===== src/rtl/freq_synth_if.sv =====
// Control/status bundle for freq_synth: frequency request, enable and waveform status.
// pulse_count is carried only when FREQSYNTH_PULSECOUNT_EN is defined.
interface freq_synth_if;
    logic [31:0] freq_word;
    logic        load;
    logic        enable;
    logic        signalOut;
    logic        ready;
    logic [31:0] half_period;
    logic        sat;
`ifdef FREQSYNTH_PULSECOUNT_EN
    logic [31:0] pulse_count;

    modport master (output freq_word, load, enable,
                    input  signalOut, ready, half_period, sat, pulse_count);
    modport slave  (input  freq_word, load, enable,
                    output signalOut, ready, half_period, sat, pulse_count);
`else
    modport master (output freq_word, load, enable,
                    input  signalOut, ready, half_period, sat);
    modport slave  (input  freq_word, load, enable,
                    output signalOut, ready, half_period, sat);
`endif
endinterface


===== src/rtl/freq_synth.sv =====
// Programmable square-wave generator; half-period = CLK_HZ / (2*freq_word) from a restoring divider.
// Optional rising-edge pulse counter enabled by defining FREQSYNTH_PULSECOUNT_EN.
module freq_synth #(
    parameter int unsigned CLK_HZ = 50000000
) (
    input  logic        clock,
    input  logic        reset_n,
    freq_synth_if.slave bus
);
    localparam int unsigned W  = 32;
    localparam int unsigned DW = W + 1;
    localparam int unsigned RW = W + 2;
    localparam int unsigned CW = 5;
    localparam logic [W-1:0] DIVIDEND = W'(CLK_HZ);

    typedef enum logic [1:0] {IDLE, DIVIDE, RUN} state_t;

    state_t        state, state_n;
    logic [DW-1:0] divisor, divisor_n;
    logic [DW-1:0] rem, rem_n;
    logic [W-1:0]  quo, quo_n;
    logic [CW-1:0] iter, iter_n;
    logic          wave_on, wave_on_n;
    logic [W-1:0]  phase, phase_n;
    logic          out_q, out_n;
    logic          ready_q, ready_n;
    logic [W-1:0]  hp_q, hp_n;
    logic          sat_q, sat_n;

    logic [RW-1:0] trial;
    logic          ge;
    logic [W-1:0]  quo_step;
    logic          stop;
    logic          active;

    // State register
    always_ff @(posedge clock or negedge reset_n) begin
        if (!reset_n) state <= IDLE;
        else          state <= state_n;
    end

    // Next-state, divider iteration and toggle stage
    always_comb begin
        state_n   = state;
        divisor_n = divisor;
        rem_n     = rem;
        quo_n     = quo;
        iter_n    = iter;
        wave_on_n = wave_on;
        phase_n   = phase;
        out_n     = out_q;
        ready_n   = ready_q;
        hp_n      = hp_q;
        sat_n     = sat_q;

        // quo holds the remaining dividend bits in its MSBs and collects quotient bits at the LSB
        trial    = {rem, quo[W-1]};
        ge       = (trial >= RW'(divisor));
        quo_step = {quo[W-2:0], ge};
        stop     = bus.load && (bus.freq_word == '0);
        active   = bus.enable && wave_on && !stop;

        case (state)
            DIVIDE: begin
                rem_n  = ge ? DW'(trial - RW'(divisor)) : DW'(trial);
                quo_n  = quo_step;
                iter_n = iter + CW'(1);
                if (iter == CW'(W - 1)) begin
                    state_n   = RUN;
                    ready_n   = 1'b1;
                    wave_on_n = 1'b1;
                    if (quo_step == '0) begin
                        hp_n  = W'(1);
                        sat_n = 1'b1;
                    end else begin
                        hp_n  = quo_step;
                        sat_n = 1'b0;
                    end
                end
            end
            IDLE, RUN: begin
            end
            default: state_n = IDLE;
        endcase

        // A load always wins over a divide in flight
        if (bus.load) begin
            if (stop) begin
                state_n   = IDLE;
                ready_n   = 1'b1;
                hp_n      = '0;
                sat_n     = 1'b0;
                wave_on_n = 1'b0;
            end else begin
                state_n   = DIVIDE;
                ready_n   = 1'b0;
                divisor_n = {bus.freq_word, 1'b0};
                rem_n     = '0;
                quo_n     = DIVIDEND;
                iter_n    = '0;
            end
        end

        // ">=" lets a shortened half-period take effect without producing a runt
        if (active) begin
            if (phase >= hp_q - W'(1)) begin
                out_n   = ~out_q;
                phase_n = '0;
            end else begin
                phase_n = phase + W'(1);
            end
        end else begin
            out_n   = 1'b0;
            phase_n = '0;
        end
    end

    // Datapath registers
    always_ff @(posedge clock or negedge reset_n) begin
        if (!reset_n) begin
            divisor <= '0;
            rem     <= '0;
            quo     <= '0;
            iter    <= '0;
            wave_on <= 1'b0;
            phase   <= '0;
            out_q   <= 1'b0;
            ready_q <= 1'b1;
            hp_q    <= '0;
            sat_q   <= 1'b0;
        end else begin
            divisor <= divisor_n;
            rem     <= rem_n;
            quo     <= quo_n;
            iter    <= iter_n;
            wave_on <= wave_on_n;
            phase   <= phase_n;
            out_q   <= out_n;
            ready_q <= ready_n;
            hp_q    <= hp_n;
            sat_q   <= sat_n;
        end
    end

    assign bus.signalOut   = out_q;
    assign bus.ready       = ready_q;
    assign bus.half_period = hp_q;
    assign bus.sat         = sat_q;

`ifdef FREQSYNTH_PULSECOUNT_EN
    logic [W-1:0] pcount;

    // Rising edges of signalOut, cleared by any load
    always_ff @(posedge clock or negedge reset_n) begin
        if (!reset_n)              pcount <= '0;
        else if (bus.load)         pcount <= '0;
        else if (out_n && !out_q)  pcount <= pcount + W'(1);
    end

    assign bus.pulse_count = pcount;
`endif

endmodule


===== src/flat_wrapper.sv =====
// flat-port wrapper written by rule: the top's interface ports become plain ports
module freq_synth_flat 
#(
    parameter int unsigned CLK_HZ = 50000000
)
  (clock, reset_n, bus_freq_word, bus_load, bus_enable, bus_signalOut, bus_ready, bus_half_period, bus_sat);
  freq_synth_if bus_i ();
  input  logic clock;
  input  logic reset_n;
  input wire logic [$bits(bus_i.freq_word)-1:0] bus_freq_word;
  input wire logic [$bits(bus_i.load)-1:0] bus_load;
  input wire logic [$bits(bus_i.enable)-1:0] bus_enable;
  output wire logic [$bits(bus_i.signalOut)-1:0] bus_signalOut;
  output wire logic [$bits(bus_i.ready)-1:0] bus_ready;
  output wire logic [$bits(bus_i.half_period)-1:0] bus_half_period;
  output wire logic [$bits(bus_i.sat)-1:0] bus_sat;
  assign bus_i.freq_word = bus_freq_word;
  assign bus_i.load = bus_load;
  assign bus_i.enable = bus_enable;
  assign bus_signalOut = bus_i.signalOut;
  assign bus_ready = bus_i.ready;
  assign bus_half_period = bus_i.half_period;
  assign bus_sat = bus_i.sat;
  freq_synth #(.CLK_HZ(CLK_HZ)) u_core (.clock(clock), .reset_n(reset_n), .bus(bus_i));
endmodule

===== config.mk =====
export PLATFORM = sky130hd
export DESIGN_NAME = freq_synth_flat
export DESIGN_NICKNAME = d
export VERILOG_FILES = /design/src/rtl/freq_synth_if.sv /design/src/rtl/freq_synth.sv /design/src/flat_wrapper.sv
export SDC_FILE = /design/constraint.sdc
export NUM_CORES = 1
export LEC_CHECK = 0
export CORE_ASPECT_RATIO = 0.8
export CORE_MARGIN = 3
export CORE_UTILIZATION = 40
export DETAILED_ROUTE_END_ITERATION = 8
export GPL_TIMING_DRIVEN = 0
export PLACE_DENSITY = 0.63
export SYNTH_ARGS = -nofsm -noshare
export SYNTH_HDL_FRONTEND = slang
export SYNTH_SLANG_ARGS = --single-unit

===== constraint.sdc =====
create_clock -name clock -period 4.1 [get_ports clock]
set_input_delay 1.025 -clock clock [delete_from_list [all_inputs] [get_ports clock]]
set_output_delay 1.025 -clock clock [all_outputs]
set_load 0.01 [all_outputs]

==> results.sh <==
export IMPL_drv_slew=0
export IMPL_grt_pass1_wl_um=44000
export IMPL_met3_usage_pct=3.69
export IMPL_multiInputGateArea_um2=5570
export IMPL_seq_area_um2=4310
export IMPL_drt_total_wl_um=27500
export IMPL_io_pins=71
export IMPL_ys_warn_count=0
export IMPL_slowest_delay_ns=0.54
export IMPL_syn2layout_area_growth_pct=19.8
export IMPL_clock_latency_ns=0.44
export IMPL_dp_hpwl_um=19900
export IMPL_grt_pass1_vias=8118
export IMPL_synth_xor_area_share_pct=7.69
export IMPL_ys_seq_area_share_pct=42.5
export IMPL_syn_nets=1243
export IMPL_n_antenna_cell=0
export IMPL_max_slew_margin_pct=48.3
export IMPL_synth_edf_count=0
export IMPL_layout_nets=1343
export IMPL_crit_path_start_kind="flop"
export IMPL_grt_use_met2_pct=30.2
export IMPL_cts_made_buffers=17
export IMPL_p_switching_mw=1.62
export IMPL_ant_nets=0
export IMPL_fmax_ghz=0.219
export IMPL_drcViolationCount=0
export IMPL_synth_compound_area_share_pct=16.8
export IMPL_cts_buffer_depth=2
export IMPL_hp_class="input port to async pin"
export IMPL_grt_usage_pct=20.4
export IMPL_violations="setup timing"
export IMPL_placedInstanceArea_um2=11300
export IMPL_drt_initial_drc_count=679
export IMPL_min_period_over_period_pct=111
export IMPL_r2r_cells=18
export IMPL_port_buffers=70
export IMPL_crit_buf_inv=1
export IMPL_tns_ns=-13.91
export IMPL_antenna_found_initial=0
export IMPL_ys_types=61
export IMPL_grt_max_degree=123
export IMPL_gr_total_overflow=0
export IMPL_drive_gt1_share_pct=7.27
export IMPL_yosysTopAreaCell="dfrtp_1"
export IMPL_p_clk_share_pct=35.7
export IMPL_busiest_layer="met1"
export IMPL_rsz0062_at_grt="true"
export IMPL_cap_violations=0
export IMPL_cp_data_required_time_ns=4.47
export IMPL_cts_root_buf="clkbuf_16"
export IMPL_cp_arrival_ns=4.94
export IMPL_synth_top_family_by_area="simple AND/OR/NAND/NOR gates"
export IMPL_design_area_um2=12100
export IMPL_fin_ws_ns=-0.461
export IMPL_routed_via_density=5.51
export IMPL_n_fill_cell=2333
export IMPL_p_leak_nw=5.47
export IMPL_grt_use_met1_pct=31.1
export IMPL_synth_top_area_share_pct=42.2
export IMPL_fin_skew_ns=0.0110
export IMPL_drtPass1Iterations=5
export IMPL_p_total_mw=4.84
export IMPL_place_gp_congestion=0.858
export IMPL_path_clk_slew_ns=0.08
export IMPL_finalCriticalPeriod_ns=4.56
export IMPL_worstSetupPathDepth=18
export IMPL_dieArea_um2=27300
export IMPL_pre_cts_ws_ns=-0.824
export IMPL_ys_top_cells_by_area="dfrtp_1, ha_1, nand2_1"
export IMPL_cp_top_family="simple AND/OR/NAND/NOR gates"
export IMPL_die_y_um=148
export IMPL_core_area_um2=24600
export IMPL_cts_htree_levels=4
export IMPL_syn_area_per_cell_um2=8.91
export IMPL_crit_type="flop to flop"
export IMPL_setup_viol=33
export IMPL_synth_seq_cells=172
export IMPL_cpMaxStageDelayCell="or4_4"
export IMPL_p_per_area_nw_per_um2=399
export IMPL_tritoncts="done"
export IMPL_cpMostUsedCell="a21o_1"
export IMPL_ys_flop_type="dfrtp_1"
export IMPL_report_final_hold_viol_count=0
export IMPL_status="finished with violations"
export IMPL_crit_path_end_kind="flop"
export IMPL_vdd_ir_drop_worst_v=0.000339
export IMPL_p_int_mw=3.22
export IMPL_tightest_slew_ns=0.768
export IMPL_wl_per_cell_um=17.5
export IMPL_cp_max_fo=5
export IMPL_dr_total_vias=8645
export IMPL_initial_core_util_pct=41.2
export IMPL_synth_area_um2=10100
export IMPL_synthesis_instances=1138
export IMPL_synth_simple_area_share_pct=20.2
export IMPL_p_seq_share_pct=39.0
export IMPL_cts_sinks=172
export IMPL_crit_chain="or4_4 > or3_4 > nor3_4 > nand3b_1 > or4_4 > nor3_4 > xnor2_2 > ha_1 > a21o_1 > a21o_1 > a21o_1 > a211oi_2 > o21bai_1 > a221oi_2 > o21ai_1 > or2_4 > clkbuf_16 > nor2_4"
export IMPL_combPwrFrac_pct=25.3
export IMPL_synthMuxAreaShare_pct=0.494
export IMPL_synthArstFlopShare_pct=100
export IMPL_swShare_pct=33.5
export IMPL_rows=51
export IMPL_yosys_area_share_adder_pct=8.59
export IMPL_die_w_um=184
[final cells by class]
class | instances | share of cell area [%]
multi-input combinational | 869 | 45.9
sequential | 172 | 35.5
timing repair buffer | 82 | 6.78
clock buffer | 17 | 3.50
tap | 318 | 3.28
buffer | 47 | 1.93
clock inverter | 15 | 1.63
inverter | 49 | 1.51
[state kept, by name, indices dropped and copies added, names as in the netlist]
register                count
u_core.bus.half_period     32
u_core.bus.ready            1
u_core.bus.sat              1
u_core.bus.signalOut        1
u_core.divisor             32
u_core.iter                 5
u_core.phase               32
u_core.quo                 32
u_core.rem                 33
u_core.state                2
u_core.wave_on              1
[stage by stage]
stage | util [%] | hold slack, ns | instances
4_1_cts | 48.9 | 0.493 | 1567
3_3_place_gp | 45.7 | 0.474 | 1526
3_5_place_dp | 45.9 | 0.482 | 1527
6_report | 49.3 | 0.491 | 1569
2_1_floorplan | - | 0.450 | 1138
5_1_grt | 49.3 | 0.507 | 1569
[worst register-to-register path, stage by stage, from the launching register on]
cell,delay [ns]
dfrtp_2,0.41
or4_4,0.54
or3_4,0.37
nor3_4,0.12
nand3b_1,0.12
or4_4,0.46
nor3_4,0.16
xnor2_2,0.09
ha_1,0.31
a21o_1,0.18
a21o_1,0.15
a21o_1,0.18
a211oi_2,0.21
o21bai_1,0.13
a221oi_2,0.33
o21ai_1,0.15
or2_4,0.31
clkbuf_16,0.19
nor2_4,0.10
[synth_stat cells, drive strengths merged (10+ instances only)]
cell type and number:
o21ai 68, clkbuf 40, a21o 11, dfrtp 171
a21oi 90, inv 49, xor2 37, ha 68
nor2 106, xnor2 52, a211oi 18, a22o 31
nand2b 10, nand2 159, nand3 33, nor4 29
nor3 32, nand4 19, nor2b 10
[path summary, 6_finish.rpt]
path,start,end,slack [ns]
setup / recovery,u_core.bus.half_period[13]$_DFF_PN0_,u_core.phase[30]$_DFF_PN0_,-0.46
hold / removal,reset_n,u_core.divisor[6]$_DFFE_PN0P_,0.49
setup reg to reg,u_core.bus.half_period[13]$_DFF_PN0_,u_core.phase[30]$_DFF_PN0_,-0.46
hold reg to reg,u_core.wave_on$_DFF_PN0_,u_core.wave_on$_DFF_PN0_,0.50
max in group asynchronous,reset_n,u_core.divisor[29]$_DFFE_PN0P_,2.64
min in group clock,u_core.wave_on$_DFF_PN0_,u_core.wave_on$_DFF_PN0_,0.50
[layout by cell type, fill, tap and decap left out, drive strengths merged, types with 11 or more instances in the layout]
cell type      synthesis  routed
buf                    8      23
dfrtp                171     171
nand3                 33      33
a211oi                18      18
nor2                 106     106
a21oi                 90      90
nand2                159     159
xor2                  37      37
nor4                  29      29
clkbuf                40      54
xnor2                 52      52
clkdlybuf4s50          0      69
a21o                  11      11
o21ai                 68      68
inv                   49      58
ha                    68      68
a22o                  31      31
nor3                  32      32
nand4                 19      19
[cell families after synthesis]
logic type / after synthesis
mux: 5
xor+xnor: 89
simple gates: 437
fa+ha+maj: 69
buf+inv: 97
flops: 172
compound gates: 269
[power by group through the flow]
stage	sequential, mW	combinational, mW	clock (mW)
floorplan	1.89	0.871	0
global placement	1.92	1.18	0
detailed placement	1.92	1.19	0
CTS	1.88	1.21	1.76
global route	1.90	1.37	1.83
finish	1.89	1.22	1.73
[repair_timing]
action,4_1_cts,5_1_grt
hold endpoints to repair,0,0
gates cloned,1,0
pin swaps,4,4
hold buffers,0,0
gates resized for setup,16,19
setup buffers,8,2
endpoints found under the setup margin,33,33
[per-layer routing]
metal | share of wire (%) | vias to the layer above | wire (um)
li1 | - | 4239 | -
met1 | 51 | 4152 | 14000
met2 | 43 | 233 | 11800
met3 | 5.4 | 21 | 1490
met4 | 0.99 | 0 | 272
met5 | 0 | - | 0
No activity file was read; power rests on OpenSTA's default activity.
